$ cat config.mk
export PLATFORM = sky130hd
export DESIGN_NAME = reqrsp_to_mem
export DESIGN_NICKNAME = d
export VERILOG_FILES = /design/src/rtl/reqrsp_to_mem.sv
export SDC_FILE = /design/constraint.sdc
export NUM_CORES = 1
export LEC_CHECK = 0
export CAP_MARGIN = 20
export CORE_MARGIN = 1.5
export CORE_UTILIZATION = 41
export DETAILED_ROUTE_END_ITERATION = 16
export GPL_TIMING_DRIVEN = 1
export PLACE_DENSITY = 0.87
export RECOVER_POWER = 25
export SLEW_MARGIN = 20
export SYNTH_ARGS = -nofsm -noshare
export SYNTH_HDL_FRONTEND = slang
export SYNTH_SLANG_ARGS = --single-unit
$ cat constraint.sdc
create_clock -name clk_i -period 4.3 [get_ports clk_i]
set_input_delay 0.43 -clock clk_i [delete_from_list [all_inputs] [get_ports clk_i]]
set_output_delay 0.43 -clock clk_i [all_outputs]
set_load 0.05 [all_outputs]
$ cat src/rtl/reqrsp_to_mem.sv
// Terminating reqrsp responder: turns q-channel requests into SRAM/OBI-style memory
// accesses and returns in-order p-channel responses; AMOs are answered with an error.
package reqrsp_to_mem_pkg;
    typedef enum logic [3:0] {
        AMONone = 4'h0, AMOSwap, AMOAdd, AMOAnd, AMOOr, AMOXor,
        AMOMax, AMOMaxu, AMOMin, AMOMinu, AMOLR, AMOSC
    } amo_op_e;

    typedef struct packed {
        logic [31:0] addr;
        logic        write;
        amo_op_e     amo;
        logic [31:0] data;
        logic [3:0]  strb;
        logic [2:0]  size;
    } reqrsp_q_t;

    typedef struct packed {
        logic      q_valid;
        reqrsp_q_t q;
        logic      p_ready;
    } reqrsp_req_t;

    typedef struct packed {
        logic [31:0] data;
        logic        error;
    } reqrsp_p_t;

    typedef struct packed {
        logic      q_ready;
        logic      p_valid;
        reqrsp_p_t p;
    } reqrsp_rsp_t;
endpackage

module reqrsp_to_mem_fifo #(
    parameter int unsigned Width = 1,
    parameter int unsigned Depth = 2
) (
    input  logic             clk_i,
    input  logic             rst_i,
    input  logic             push_i,
    input  logic [Width-1:0] data_i,
    input  logic             pop_i,
    output logic [Width-1:0] data_o,
    output logic             empty_o,
    output logic             full_o
);
    localparam int unsigned PtrW = (Depth > 1) ? $clog2(Depth) : 1;
    localparam int unsigned CntW = $clog2(Depth + 1);

    logic [Width-1:0] store [Depth];
    logic [PtrW-1:0]  wptr, rptr;
    logic [CntW-1:0]  cnt;

    function automatic logic [PtrW-1:0] wrap_inc(input logic [PtrW-1:0] p);
        return (p == PtrW'(Depth - 1)) ? '0 : p + PtrW'(1);
    endfunction

    always_ff @(posedge clk_i or posedge rst_i) begin
        if (rst_i) begin
            wptr <= '0;
            rptr <= '0;
            cnt  <= '0;
        end else begin
            if (push_i) wptr <= wrap_inc(wptr);
            if (pop_i)  rptr <= wrap_inc(rptr);
            if (push_i && !pop_i)      cnt <= cnt + CntW'(1);
            else if (!push_i && pop_i) cnt <= cnt - CntW'(1);
        end
    end

    // Payload needs no reset; only the pointers define occupancy.
    always_ff @(posedge clk_i) begin
        if (push_i) store[wptr] <= data_i;
    end

    assign data_o  = store[rptr];
    assign empty_o = (cnt == '0);
    assign full_o  = (cnt == CntW'(Depth));
endmodule

module reqrsp_to_mem
    import reqrsp_to_mem_pkg::*;
#(
    parameter int unsigned AddrWidth      = 32,
    parameter int unsigned DataWidth      = 32,
    parameter type         req_t          = reqrsp_req_t,
    parameter type         rsp_t          = reqrsp_rsp_t,
    parameter int unsigned NumOutstanding = 2
) (
    input  logic                   clk_i,
    input  logic                   rst_i,
    input  req_t                   req_i,
    output rsp_t                   rsp_o,
    output logic                   mem_req_o,
    input  logic                   mem_gnt_i,
    output logic [AddrWidth-1:0]   mem_addr_o,
    output logic                   mem_we_o,
    output logic [DataWidth-1:0]   mem_wdata_o,
    output logic [DataWidth/8-1:0] mem_be_o,
    input  logic                   mem_rvalid_i,
    input  logic [DataWidth-1:0]   mem_rdata_i
);
    localparam int unsigned CntW    = $clog2(NumOutstanding + 1);
    localparam int unsigned SizeMax = $clog2(DataWidth / 8);

    logic [CntW-1:0]      outstanding, mem_pending;
    logic                 credit, is_amo, accept, p_valid, p_hs;
    logic                 meta_head, meta_empty, meta_full;
    logic                 data_push, data_pop, data_empty, data_full;
    logic [DataWidth-1:0] data_head;

    assign credit = (outstanding < CntW'(NumOutstanding));
    assign is_amo = (req_i.q.amo != AMONone);

    // mem_req_o is kept free of mem_gnt_i; only q_ready looks at the grant.
    assign mem_req_o   = req_i.q_valid && credit && !is_amo;
    assign mem_addr_o  = req_i.q.addr;
    assign mem_we_o    = req_i.q.write;
    assign mem_wdata_o = req_i.q.data;
    assign mem_be_o    = req_i.q.strb;

    assign accept    = req_i.q_valid && credit && (is_amo || mem_gnt_i);
    assign data_push = mem_rvalid_i && (mem_pending != '0);
    assign p_valid   = !meta_empty && (meta_head || !data_empty);
    assign p_hs      = p_valid && req_i.p_ready;
    assign data_pop  = p_hs && !meta_head;

    always_comb begin
        rsp_o         = '0;
        rsp_o.q_ready = accept;
        rsp_o.p_valid = p_valid;
        rsp_o.p.error = meta_head;
        rsp_o.p.data  = meta_head ? '0 : data_head;
    end

    always_ff @(posedge clk_i or posedge rst_i) begin
        if (rst_i) begin
            outstanding <= '0;
            mem_pending <= '0;
        end else begin
            // Credit returned by a p handshake only becomes usable next cycle.
            if (accept && !p_hs)      outstanding <= outstanding + CntW'(1);
            else if (!accept && p_hs) outstanding <= outstanding - CntW'(1);
            case ({accept && !is_amo, data_push})
                2'b10:   mem_pending <= mem_pending + CntW'(1);
                2'b01:   mem_pending <= mem_pending - CntW'(1);
                default: ;
            endcase
        end
    end

    reqrsp_to_mem_fifo #(.Width(1), .Depth(NumOutstanding)) i_meta_fifo (
        .clk_i   (clk_i),
        .rst_i   (rst_i),
        .push_i  (accept),
        .data_i  (is_amo),
        .pop_i   (p_hs),
        .data_o  (meta_head),
        .empty_o (meta_empty),
        .full_o  (meta_full)
    );

    reqrsp_to_mem_fifo #(.Width(DataWidth), .Depth(NumOutstanding)) i_data_fifo (
        .clk_i   (clk_i),
        .rst_i   (rst_i),
        .push_i  (data_push),
        .data_i  (mem_rdata_i),
        .pop_i   (data_pop),
        .data_o  (data_head),
        .empty_o (data_empty),
        .full_o  (data_full)
    );

    a_data_no_overflow: assert property (@(posedge clk_i) disable iff (rst_i)
        !(data_push && data_full));
    a_meta_no_overflow: assert property (@(posedge clk_i) disable iff (rst_i)
        !(accept && meta_full));
    a_size_legal: assert property (@(posedge clk_i) disable iff (rst_i)
        req_i.q_valid |-> (32'(req_i.q.size) <= SizeMax));
    a_p_stable: assert property (@(posedge clk_i) disable iff (rst_i)
        (rsp_o.p_valid && !req_i.p_ready) |=> (rsp_o.p_valid && $stable(rsp_o.p)));
endmodule

==> results of run 1 <==
[layout make-up]
class,count,area (um^2),share of cell area
clock buffers,10,128,0.0305
clock inverters,5,75.1,0.0179
inverters,7,26.3,0.00628
multi-input cells,105,767,0.183
flip-flops and latches,78,2280,0.546
well taps,108,135,0.0323
repair buffers,77,771,0.184
[per-layer routing]
metal  up-vias  part of all wire  track usage
met5         -            0.0053       0.0385
met3        15              0.16        0.134
met2       126              0.53        0.322
met1       869              0.28        0.151
met4         2             0.033       0.0870
li1        858                 -            -
[logic make-up (layout without fill, tap and decap cells)]
logic type | count (synthesis) | count (layout) | share of synthesized area
compound gates | 4 | 4 | 0.00930
xor+xnor | 16 | 16 | 0.0406
fa+ha+maj | 3 | 3 | 0.0103
buf+inv | 86 | 99 | 0.165
flops | 78 | 78 | 0.628
mux | 33 | 33 | 0.0909
simple gates | 49 | 49 | 0.0558
[metrics by stage]
step	utilization	area [um^2]	power, uW	hold WS [ps]	worst slack [ps]
finish	0.485	4190	2890	464	1340
global route	0.485	4190	3040	492	1100
CTS	0.485	4190	2930	403	1280
detailed placement	0.461	3980	2350	453	1480
global placement	0.461	3980	2330	450	1500
floorplan	-	3630	2190	295	1820
[cells in the mapped netlist, drive strengths merged]
cell,instances,area [um^2]
buf,76,561
edfxtp,66,1980
nor2,44,165
mux2i,33,330
dfrtp,12,300
xnor2,8,77.6
xor2,8,70.1
inv,7,26.3
clkbuf,3,11.3
ha,3,37.5
o21ai,2,10.0
a21oi,1,5.00
nand2,1,3.75
nand2b,1,6.26
nor3,1,5.00
o21bai,1,18.8
or3,1,11.3
or4,1,11.3
[worst max-delay path by stage]
stage / startpoint / to / slack (ps) / cells past startpoint
2_1_floorplan: req_i[41] / mem_pending[1] / 1820 / 6
3_3_place_gp: req_i[41] / mem_req_o / 1500 / 4
3_5_place_dp: req_i[41] / mem_req_o / 1480 / 4
4_1_cts: i_data_fifo.rptr / rsp_o[3] / 1280 / 3
5_1_grt: i_data_fifo.rptr / rsp_o[3] / 1100 / 3
6_report: i_data_fifo.rptr / rsp_o[3] / 1340 / 3
[power by group]
group          total [uW]  switching, uW  internal [uW]
logic                1100            675            428
clock network         570            249            321
registers            1210            162           1050
total                2890           1090           1800
[placed cells by master, fill, tap and decap left out]
cell type        synthesis  layout
a21oi_1                  1       1
bufinv_16                0       2
clkbuf_1                 3       1
clkbuf_8                 0       9
clkdlybuf4s50_1          0      44
clkinv_2                 0       3
dfrtp_1                 12      11
dfrtp_2                  0       1
dlygate4sd3_1            0      33
edfxtp_1                66      66
ha_1                     3       3
inv_1                    6       6
inv_2                    1       1
mux2i_1                 33      33
nand2_1                  1       1
nand2b_1                 1       1
nor2_1                  44      42
nor2_4                   0       2
nor3_1                   1       1
o21ai_0                  2       2
o21bai_4                 1       1
or3_4                    1       1
or4_4                    1       1
xnor2_1                  7       7
xnor2_2                  1       1
xor2_1                   8       8
[registers in the layout (all words and copies together), names as in the netlist]
name	count
i_data_fifo.cnt	2
i_data_fifo.wptr	1
outstanding	2
i_meta_fifo.cnt	2
i_data_fifo.store	64
i_data_fifo.rptr	1
i_meta_fifo.wptr	1
i_meta_fifo.store	2
mem_pending	2
i_meta_fifo.rptr	1
==> run summary, run 1 <==
The number of antenna-violating nets in the routed design is 0, and the maximum buffer depth of the clock tree is 2. On the final layout, the worst clock skew is 6.47 ps. In this run the post-CTS setup repair buffer count came out at 0.

For this block, the routed nets add up to 8540 um of wire. Among all stages on the critical path, the largest delay is contributed by dfrtp_2. The tools report the startpoint of the most critical hold path as mem_pending[1]. The tools report the later-pin clock latency in the skew report as 340 ps. The first-pass GRT wire length is 12600 um. The total via count after detailed routing came out at 1870. The run gives 390 as the number of standard cells in the layout, taps in and fillers out.

The number of nets at the end of the flow came out at 395. Entering global routing, the biggest net connects 36 pins. The number of cells upsized or downsized after cts is 0, and the average routed wire per standard cell is 21.9 um. Adding up every negative setup slack in the final design gives 0 ps. The max capacitance violation total is 0, and the final critical-path required period is 2960 ps. The global-route usage over all layers was 0.185; the overall overflow remaining after global route was 0. Counting every net in the synthesized netlist gives 386. The full die area is 0.00943 mm^2.

After clock tree synthesis, the flow added hold-fix buffers numbering 0. The floorplan step defined a core boundary enclosing 0.00864 mm^2. During placement, the flow inserted port buffers numbering 77.

The number of max-slew violations in the final report was 0. The setup slack of the most critical reg-to-reg path came out at 2190 ps. Of all nets on the critical path, the largest fanout is 33. The endpoint identified for the worst register-to-register timing path is i_data_fifo.cnt[1]. The period utilization is 0.689, and the standard-cell row count is 34. The run gives 2530 ps as the worst path arrival time. The detailed router's first-iteration violation count came out at 49.

The tools report the effective utilization at floorplan as 0.421. Yosys printed 0 warnings. The cell at the root of the clock tree is clkbuf_8. The number of global-route vias before repair came out at 2046.

The leakage power was 0.00156 uW. CTS built an H-tree with a depth of 3. The run gives 21 as the number of different library cells in the post-synthesis netlist. The category of the worst setup path capture point was an output port. The flow ran to the end, and the final reports show no timing, DRC or antenna violations.

CTS saw 78 sinks. Synthesis inferred 78 register bits. The type of the setup path with the least slack was register to output port. The run gives 0 as the count of final setup violators.

TritonCTS built the clock tree. The cell depth of the worst min-delay path was 1; the count of placed standard cells including taps was 375. After clock tree synthesis, the clock-pin slew on the worst setup and hold paths is 70 ps. For the number of hold violations in the final report, the log shows 0.

For the number of antenna violations at the first check in global routing, the log shows 0. In this run the critical register-to-register path is launched from i_meta_fifo.rptr. Setup repair after global routing left no endpoint under its margin.

The sequential-to-total area share from yosys stat is 0.628. Number of buffers created by CTS: 9. In the routed design, unresolved DRC markers number 0. Tightest slew margin relative to the limit: 0.327. The class of the tightest hold or removal check is register to register.

At the end of routability-driven placement, the weighted congestion stood at 0.827. Fill cells in the final layout number 769. For the worst flop-to-flop path, the logic depth is 7. The repair_antennas step left the layout with diodes totalling 0.

The signal on the critical path passes through mux2i_1 -> nor2_1 -> clkdlybuf4s50_1. The required time reported for the critical path endpoint was 3870 ps; the slew at the pin closest to its max-slew limit was 1010 ps. Before antenna repair, the detailed router went through 3 iterations. Once detailed placement completed, the half-perimeter wirelength came to 6640 um. For this design the ratio of total power to cell area is 690 mW/mm^2. Grouping stages by cell kind, the critical path spends the most delay in flip-flops. The path with the worst hold slack has its endpoint at mem_pending[1]. Timing would allow up to 338 MHz.

The cell count after synthesis came out at 269. The combined area of all synthesized cells came out at 0.00363 mm^2. The share of final-layout standard cells stronger than drive strength 1 works out to 0.0780.

219 I/O pins were placed. From synthesis to final layout, the design area changed by 15.2%. For this run, the slowest stage of the critical path takes 1040 ps. After detailed routing, the number of vias per cell comes to 4.79. The highest ir drop seen on vdd is 0.349 mV, and the die width is 97.1 um. The worst setup path is launched from a register. The combined buffer and inverter count along the critical path came out at 1.

Height of the die: 97.1 um. The mean instance size in the synthesized netlist works out to 13.5 um^2.
Power figures use the tool's default switching activity.
==> run 2: changes to the inputs <==
CORE_UTILIZATION = 34   (was 41)
PLACE_DENSITY = 0.77   (was 0.87)
clock period = 2.69 ns   (was 4.3 ns; I/O delays follow)
==> run 2 against run 1 <==
Net effect: via count is 0.96% higher; clock power grew 43%; flip-flop and latch count unchanged; global-route usage fell by 3.5 points; sequential share of layout area fell by 1.6 points; hold slack worse by 220 ps; critical path depth did not move; cell count increased by 8.2%; largest power group is now combinational logic.
==> run summary, run 2 (same netlist as run 1, synthesis figures left out) <==
The flow ran to the end, and the final reports show no timing, DRC or antenna violations. For the maximum clock skew at final layout, the log shows 7.99 ps (+1.52 ps). For this design, the slowest cell found on the critical path is clkdlybuf4s50_1. The leakage power was 0.00201 uW (+29%). The stage delay of the slowest cell on the critical path came out at 870 ps (-170 ps). The number of hold violations in the final report was 0 (unchanged). The largest net degree at the start of global routing is 36 (unchanged), and the power per standard cell area is 1060 mW/mm^2 (+53%). For the CTS sink count, the log shows 78 (unchanged). The signal on the critical path passes through mux2i_1 -> inv_4 -> clkdlybuf4s50_1.

The highest ir drop seen on vdd was 0.453 mV (+30%). Compared with the post-synthesis result, the final layout area differs by 18.7%. The count of final setup violators is 0 (unchanged). The standard-cell row count came out at 37 (+8.8%).

For this run, the top clock speed supported by timing is 419 MHz. Flip-flop count of the largest register after layout: 64 (unchanged). The tools report the HPWL after detailed placement as 6710 um (+1.0%). The run gives 0 (unchanged) as the number of antenna diodes. For the detailed router's first-iteration violation count, the log shows 79 (+61%). The total via count after detailed routing was 1888 (+0.96%); the area inside the core boundary was 0.0103 mm^2 (+20%). Leaving out fill and tap cells, the most frequent cell in the layout is edfxtp_1. The number of global-route vias before repair came out at 1927 (-5.8%). The maximum buffer depth of the clock tree came out at 2 (unchanged). The slew at the pin closest to its max-slew limit works out to 712 ps (-298 ps). The final critical-path required period is 2390 ps, and the per-cell via count in the routed design is 4.47 (-6.7%). The run gives 0.00407 mm^2 (+2.1%) as the placed cell area. The count of input and output buffers works out to 77 (unchanged).

The run gives 0 (unchanged) as the number of antenna violations at the first check in global routing. The worst setup path is captured at an output port. Overall overflow remaining after global route: 0 (unchanged). The share of final-layout standard cells stronger than drive strength 1 was 0.0909 (+0.0129). The total of hold buffers inserted after clock tree synthesis was 0 (unchanged). The setup path with the least slack is of type register to output port.

The library cells used most frequently in the layout, excluding fill and tap cells, are edfxtp_1 (66), nor2_1 (42), clkdlybuf4s50_1 (42). The period utilization is 0.887. The total DRC errors in the routed layout came out at 0 (unchanged). For the first-pass GRT wire length, the log shows 12100 um (-4.3%).

The number of nets at the end of the flow was 398 (+0.76%). The height of the die is 106 um (+9.5%), and the effective utilization at floorplan is 0.352 (-0.0688). The number of buffers created by CTS is 9 (unchanged), and the max capacitance violation total is 0 (unchanged).

The clock-pin slew on the worst setup and hold paths is 80 ps (about the same), and the die width is 106 um (+9.5%). The final standard cell utilization of the core came out at 0.418 (-0.0669). The run gives 2120 ps (-410 ps) as the worst path arrival time. The tools report the cell at the root of the clock tree as clkbuf_8. The number of max-slew violations in the final report is 0 (unchanged). The logs give 219 (unchanged) for the I/O pin total and 0.783 (-5.3%) for the weighted congestion reported at the end of routability-driven placement.

Setup repair after global routing left no endpoint under its margin. Sum of internal, switching and leakage power: 4570 uW (+58%). The class of the tightest hold or removal check is primary input to async pin. The number of antenna-violating nets in the routed design was 0 (unchanged). The tools report the setup total negative slack as 0 ps (unchanged). For the global-route usage over all layers, the log shows 0.149 (-0.0353). The later-pin clock latency in the skew report was 340 ps (about the same). TritonCTS built the clock tree. The logs give 4 (+1) for the first-pass iteration count of the detailed router and 0.00431 mm^2 (+3.0%) for the area of all placed cells without fillers.

The filler cell count was 959 (+25%). The tools report the buffer count from post-CTS setup fixing as 0 (unchanged). STA classifies the critical path startpoint as a register. The full die area is 0.0113 mm^2 (+20%), and the largest driver fanout on the critical path is 35 (+6.1%).

For the required time reported for the critical path endpoint, the log shows 2420 ps (-1450 ps). Tightest slew margin relative to the limit: 0.520 (+0.194). The logs give 3 (unchanged) for the H-tree depth and 8650 um (+1.3%) for the aggregate routed wire length. The average routed wire per standard cell works out to 20.5 um (-6.3%). More flip-flops sit in one register than any other, and that register is i_data_fifo.store.
[run 2: changes by cell type in the layout (fill, tap and decap cells not counted), sizes merged, moves of 2 or more]
cell           previous run  this run
dlygate4sd3              33         0
dlymetal6s2s              0        27
buf                       0         7
dlygate4sd2               0         4
clkdlybuf4s50            44        42
[run 2: per-stage QoR]
| stage | hold WS (ps) | setup WS [ps] | cells |
|---|---|---|---|
| final | 245 | 303 | 422 |
| after floorplan | 134 | 371 | 269 |
| after global placement | 450 | 383 | 406 |
| after detailed placement | 452 | 362 | 406 |
| after CTS | 242 | 5.40 | 422 |
| after global routing | 297 | 189 | 422 |
[run 2: repair_timing]
action,4_1_cts,5_1_grt
gates resized for setup,4,29
setup endpoints to repair,4,28
pin swaps,0,0
[run 2: final cells by class]
class                      count  area [um^2]  share of cell area
timing repair buffer          80          883               0.205
clock inverter                 6         52.6              0.0122
sequential                    78         2280               0.529
tap                          136          170              0.0395
clock buffer                  10          128              0.0296
multi-input combinational    105          767               0.178
inverter                       7         28.8             0.00667
[run 2: critical path: cells and delay by family (launching register included)]
family	cells	cell delay (ps)
buf+inv	2	1190
flops	1	400
mux	1	180
[run 2: path summary, 6_finish.rpt]
kind	end	slack (ps)	startpoint	cells past startpoint
worst min register to register	outstanding[1]	460	outstanding[1]	1
worst max-delay path	rsp_o[0]	300	i_meta_fifo.rptr	3
worst min-delay path	i_data_fifo.cnt[1]	240	rst_i	2
max in group asynchronous	i_data_fifo.rptr	2090	rst_i	2
worst max register to register	i_data_fifo.cnt[1]	620	i_meta_fifo.rptr	6
min in group clk_i	outstanding[1]	460	outstanding[1]	1
[run 2: report_power, final]
group | switching (uW) | internal [uW] | leakage [uW]
Clock | 400 | 417 | 0.0000864
Sequential | 132 | 1680 | 0.000749
Combinational | 1220 | 722 | 0.00117
Total | 1750 | 2820 | 0.00201
[run 2: per-layer routing]
layer | track usage | vias to the layer above | part of all wire
met5 | 0 | - | 0
met4 | 0.0714 | 0 | 0.026
met3 | 0.104 | 18 | 0.16
met2 | 0.268 | 121 | 0.53
met1 | 0.121 | 882 | 0.28
li1 | - | 867 | -
